<file path="config.mk">
export PLATFORM = sky130hd
export DESIGN_NAME = serial_fas
export DESIGN_NICKNAME = d
export VERILOG_FILES = /design/src/rtl/serial_fas.sv
export SDC_FILE = /design/constraint.sdc
export NUM_CORES = 1
export LEC_CHECK = 0
export CAP_MARGIN = 20
export CORE_ASPECT_RATIO = 1.4
export CORE_MARGIN = 3
export CORE_UTILIZATION = 25
export DETAILED_ROUTE_END_ITERATION = 16
export HOLD_SLACK_MARGIN = 0.15
export PLACE_DENSITY_LB_ADDON = 0.05
export SLEW_MARGIN = 0
export SYNTH_ARGS = -nofsm -noshare
export SYNTH_HDL_FRONTEND = slang
export SYNTH_SLANG_ARGS = --single-unit
export TNS_END_PERCENT = 50
</file>
<file path="constraint.sdc">
create_clock -name clk -period 4.3 [get_ports clk]
set_input_delay 0.645 -clock clk [delete_from_list [all_inputs] [get_ports clk]]
set_output_delay 0.645 -clock clk [all_outputs]
set_load 0.005 [all_outputs]
</file>
<file path="src/rtl/serial_fas.sv">
// serial_fas -- bit-serial N-bit adder/subtractor around a single fas cell.
//
// Ports:
//   clk, rst         single clock (rising edge), asynchronous active-high reset
//   start            request; accepted only when not busy (IDLE or DONE)
//   a, b, a_ns       operands and mode (0 = A+B, 1 = A-B), latched on accept
//   busy             high while operand bits are being processed (RUN)
//   done             one-cycle pulse in the cycle after result/cout/ovf update
//   result           sum/difference mod 2^N, held until the next completion
//   cout             add: carry out of bit N-1; subtract: borrow (A < B)
//   ovf              two's-complement signed overflow

// One-bit full adder / full subtractor. In subtract mode cout is the borrow.
module fas (
    input  logic a,
    input  logic b,
    input  logic cin,
    input  logic a_ns,
    output logic s,
    output logic cout
);
    assign s = a ^ b ^ cin;

    always_comb begin
        cout = (a & b) | ((a ^ b) & cin);
        if (a_ns)
            cout = (~a & b) | (~(a ^ b) & cin);
    end
endmodule

// state | meaning
// IDLE  | waiting for start
// RUN   | one operand bit pair per clock, LSB first
// DONE  | outputs just updated; done pulse; start accepted here too
module serial_fas #(
    parameter int N = 8
) (
    input  logic         clk,
    input  logic         rst,
    input  logic         start,
    input  logic [N-1:0] a,
    input  logic [N-1:0] b,
    input  logic         a_ns,
    output logic         busy,
    output logic         done,
    output logic [N-1:0] result,
    output logic         cout,
    output logic         ovf
);
    localparam int CW = $clog2(N) + 1;

    typedef enum logic [1:0] {IDLE, RUN, DONE} state_t;

    state_t        state, state_nxt;
    logic [N-1:0]  sa, sb, sr;
    logic          m, c;
    logic [CW-1:0] cnt;
    logic          fas_s, fas_cout;
    logic          accept, last_bit;

    fas u_fas (
        .a    (sa[0]),
        .b    (sb[0]),
        .cin  (c),
        .a_ns (m),
        .s    (fas_s),
        .cout (fas_cout)
    );

    assign accept   = start && (state != RUN);
    assign last_bit = (cnt == CW'(N - 1));
    assign busy     = (state == RUN);
    assign done     = (state == DONE);

    always_ff @(posedge clk or posedge rst) begin
        if (rst)
            state <= IDLE;
        else
            state <= state_nxt;
    end

    always_comb begin
        state_nxt = state;
        case (state)
            IDLE:    if (start) state_nxt = RUN;
            RUN:     if (last_bit) state_nxt = DONE;
            DONE:    state_nxt = start ? RUN : IDLE;
            default: state_nxt = IDLE;
        endcase
    end

    always_ff @(posedge clk or posedge rst) begin
        if (rst) begin
            sa     <= '0;
            sb     <= '0;
            sr     <= '0;
            m      <= 1'b0;
            c      <= 1'b0;
            cnt    <= '0;
            result <= '0;
            cout   <= 1'b0;
            ovf    <= 1'b0;
        end else if (accept) begin
            sa  <= a;
            sb  <= b;
            m   <= a_ns;
            c   <= 1'b0;
            cnt <= '0;
            sr  <= '0;
        end else if (state == RUN) begin
            sa  <= sa >> 1;
            sb  <= sb >> 1;
            sr  <= {fas_s, sr[N-1:1]};
            c   <= fas_cout;
            cnt <= cnt + CW'(1);
            if (last_bit) begin
                // On the last step sa[0]/sb[0] are the operand MSBs and
                // fas_s is the result MSB.
                result <= {fas_s, sr[N-1:1]};
                cout   <= fas_cout;
                if (m)
                    ovf <= (sa[0] != sb[0]) && (fas_s != sa[0]);
                else
                    ovf <= (sa[0] == sb[0]) && (fas_s != sa[0]);
            end
        end
    end
endmodule

</file>
After elaboration in Yosys (flattened, before gate mapping)
Cells that the tools add are included.

storage, ports and cells
  flip-flop bits (word level) = 42
  bits of input ports = 20
  word-level logic and storage cells = 54
  output and inout bits = 12

operators by class
  mux-type cells = 16
  bitwise logic cells = 11
  $add $sub $neg = 1
  reductions and logical operators = 7
  eq/ne operators = 9

operators with widths
  cell                                            count
  two-way mux 8 bit                               6
  two-way mux 4 bit                               2
  case mux 2 bit (3 select lines)                 1
  two-way mux 1 bit                               5
  adder 4 x 1 -> 4 bit (second input constant)    1
  AND 1 bit                                       4
  == test 4 x 3 -> 1 bit (second input constant)  1
  two-way mux 2 bit                               2
  != test 2 x 1 -> 1 bit (second input constant)  2
  logical AND 1 bit                               3
  inverter 1 bit                                  3
  AND reduction 3 bit                             1
  == test 2 x 1 -> 1 bit (second input constant)  1
  == test 2 bit (second input constant)           1
  logical NOT 2 bit                               1
  != test 1 bit                                   2
  != test 2 bit (second input constant)           1
  OR 1 bit                                        2
  AND reduction 2 bit                             1
  nonzero test 2 bit                              1
  XOR 1 bit                                       2
  == test 1 bit                                   1

Depth between registers and ports, before layout
  word-level depth = 7
  gate-level depth with buffers = 6
  gate-level depth less buffers = 5

Cells and area by module
From an unflattened synthesis, not the netlist that was laid out.

second synthesis, totals
  cells, all modules = 166
  area total of the unflattened synthesis = 1841.8 um^2

modules (own cells, without submodules)
  module      area each (um^2)  sequential area each (um^2)  instances  cells each
  serial_fas  1780.5            1026.0                       1          160
  fas         61.3              0.0                          1          6

Least setup slack after synthesis
OpenSTA, ideal clock, no wires.

  path type = register -> register
  start = register sb[0]
  end = register ovf
  clock period less this slack = 1531 ps
  path buffers = 0
  arrival = 1404 ps
  library setup time = 127 ps
  required time = 4173 ps
  path slack = 2769 ps
  stages on the path, launching flop included = 6
  cells stage by stage = dfrtp_1 > inv_1 > fa_1 > xnor2_1 > nor2_1 > mux2_1

on the way
  longest elaborated chain between the ends = 5
  elaborated cells between the ends (all ways) = 8
  those cells by class = eq/ne: 3; mux: 1; bitwise: 2; reduce/logical: 2

RTL lines
  element                               line      RTL
  from (decl)                           55        logic [N-1:0] sa, sb, sr;
  from (signal assigned)                112       sb <= sb >> 1;
  XOR 1 bit (*) (2 in a row)            22        assign s = a ^ b ^ cin;
  via fas_s                             58        logic fas_s, fas_cout;
  != test 1 bit (*)                     122, 124
  logical AND 1 bit (on tied branches)  124, 122
  two-way mux 1 bit (*)                 121       if (m)
  to (signal assigned)                  122       ovf <= (sa[0] != sb[0]) && (fas_s != sa[0]);
  to (signal assigned)                  124       ovf <= (sa[0] == sb[0]) && (fas_s != sa[0]);
  to (decl)                             48        output logic ovf

The timed path passes the listed nets; every way through them passes the cells marked *.
A chain may end at the register's enable or synchronous reset.

Worst setup path after layout
  start = register state[1]
  end = output port busy

on the way
  longest elaborated chain between the ends = 1

RTL lines
  element                 line  RTL
  from (decl)             54    state_t state, state_nxt;
  from (signal assigned)  79    state <= state_nxt;
  == test 2 x 1 -> 1 bit  72    assign busy = (state == RUN);
  to (decl)               44    output logic busy,

No other way between the ends.

==> results.md <==
- Max-cap viol count: 0
- Setup TNS: 0 ns
- DR iter-0 viols: 55
- Post-synth top cells: dfrtp_1, nand2_1, o21ai_0
- Final Max Tran Viols: 0
- CP Capture Type: primary output
- Post-DR vias/cell: 4.27
- RSZ-0062 raised after global routing: no
- Skew final: 0.00417 ns
- Hold Fails Final Rpt: 0
- Post-synth top area share: 0.557
- Total Routing Usage GR: 0.0979
- Share of cells above drive strength 1: 0.116
- Delay-heaviest family, CP: buffers and inverters
- Largest net degree at the start of global routing: 53
- CP peak stage delay: 0.52 ns
- Critical Path RT: 3.65 ns
- Tcrit/Tclk final: 0.538
- CTS Buf Count: 5
- Core Region: 7070 µm²
- Filler Cell Count: 725
- WL final: 3700 µm
- Die Width: 78.6 µm
- Initial antenna violation count: 0
- Total power: 0.00156 W
- Port-buffer cells: 31
- Post-synthesis sequential area ratio: 0.557
- Outcome: finished, final reports clean
- Final setup viols: 0
- Slowest cell on crit path: clkdlybuf4s50_1
- Number of post-CTS setup repair buffers: 0
- Setup Crit Path Kind: reg2out
- Die Y: 108 µm
- CTS HTree Levels: 2
- Synth cell types: 23
- DRT antenna net count: 0
- Synth area leaders: dfrtp_1, mux2i_1, o21ai_0, nand2_1, mux2_2
- Mean post-synth cell area: 11.1 µm²
- Nature of the critical path startpoint: register
- Die area: 8450 µm²
- FF+latch count, synth: 41
- Yosys warns: 0
- Cts hold-fix bufs: 0
- Critical path, cell by cell: nand2b_1 > inv_2 > clkdlybuf4s50_1
- Clock Tree Buf Depth: 2
- Area growth syn-to-layout: 28.2%
- N_diodes: 0
- Synth area leader: dfrtp_1
- Congestion Overflow GR: 0
- Hold WC Path Type: reg2reg
- CTS tree: built
- Worst Path Arrival: 1.67 ns
- Fraction of registers with async set/reset: 1.00
- Vias in the first global route: 1,340
- Worst-path fanout max: 8
- Max frequency: 432 MHz
- First-pass GRT wire length: 6350 µm
- Post-cts resize count: 0
- Drt drc: 0
- GPL Wtd Cong: 0.763
- WL per Instance: 12.6 µm
- Measured slew at the worst slew-check pin: 0.545 ns
- Most common cell in the synthesized netlist: dfrtp_1
- Max_slew headroom: 0.637
- Cells after Synth: 166
- Static Leak: 1.04 nW
- VDD IR-drop max: 0.000261 V
- Via Count: 1,250
- # IOs: 32
- Post-synth EDFFs: 0
- Clk sink count: 41
- Iteration count of the initial detailed-routing pass: 4
- Initial Utilization: 0.261
- DP HPWL: 2480 µm
- Rows: 36
- Mapped Area: 1840 µm²
- Clk_lat worst skew: 0.29 ns
- Worst path buffer plus inverter count: 2
- Syn_nets: 190
- Min cycle time layout: 2.31 ns
- Pwr Density: 660 nW/µm²
- Nets@finish: 221
- Main flop type after synthesis: dfrtp_1
- Clock Pin Slew Worst Setup and Hold Paths: 0.08 ns
- CTS root buffer: clkbuf_8
cells in the final DEF, fill, tap and decap left out, types with 3 or more instances in the layout:
master,Yosys,routed
mux2i_1,18,18
nand2_1,34,34
o21ai_0,26,26
inv_1,5,5
nor2_1,3,3
buf_4,2,3
mux2_2,10,10
clkbuf_8,0,5
clkdlybuf4s50_1,0,31
nand3_1,5,5
dfrtp_1,41,41
state kept, by name (all words and copies together), names as in the netlist:
register,count
result,8
state,2
sr,7
m,1
sb,8
ovf,1
cnt,4
c,1
sa,8
cout,1
layer usage:
layer  GRT usage  vias to the layer above  wire (µm)
met2       0.172                       27       1930
met5           0                        -          0
met4      0.0463                        0         78
li1            -                      615          -
met1       0.106                      602       1530
met3      0.0293                        6        160
logic make-up (layout without fill, tap and decap cells):
| family | after synthesis | count (layout) | synth area share |
|---|---|---|---|
| adders and majority gates | 4 | 4 | 0.0353 |
| xor gates and xnor gates | 2 | 2 | 0.00951 |
| DFF | 41 | 41 | 0.557 |
| muxes | 29 | 29 | 0.165 |
| and+or+nand+nor | 47 | 47 | 0.111 |
| buffers and inverters | 16 | 48 | 0.0475 |
| AOI/OAI and AO/OA | 27 | 27 | 0.0747 |
worst paths after layout:
path                        endpoint      from  slack [ns]  cells past startpoint
setup reg to reg           result[2]  state[1]        2.56                      3
setup / recovery                busy  state[1]        1.99                      3
max in group asynchronous          c       rst        3.13                      3
hold reg to reg                sa[4]     sa[5]        0.49                      2
hold / removal                 sa[4]     sa[5]        0.49                      2
min in group asynchronous      sa[3]       rst        0.79                      3
area by class of cell:
type | count | area [µm²] | share of cell area
tap | 95 | 119 | 0.0503
clock buffer | 5 | 68.8 | 0.0291
sequential | 41 | 1030 | 0.434
timing repair buffer | 34 | 333 | 0.141
clock inverter | 3 | 65.1 | 0.0275
multi-input combinational | 109 | 729 | 0.309
inverter | 6 | 22.5 | 0.00953
stage by stage:
stage               cell area, µm²  utilization  hold WS, ns  std cells  setup WS [ns]
finish                        2360        0.334        0.487        293           1.99
global route                  2360        0.334        0.526        293           1.89
CTS                           2360        0.334        0.493        293           1.97
detailed placement            2230        0.315        0.472        285           2.18
global placement              2230        0.315        0.462        285           2.19
floorplan                     1840            -        0.449        166           2.71
worst register-to-register path, cell delays in order (launching register included):
cell and delay [ns]:
dfrtp_1 0.37, nand2b_1 0.32, nor3_4 0.54, mux2_2 0.41
where the power goes:
part           internal, W  total, W  switching [W]
logic             0.000277  0.000542       0.000265
clock network     0.000231  0.000362       0.000132
registers         0.000552  0.000657       0.000105
total              0.00106   0.00156       0.000501
(Power assumes the default switching activity.)
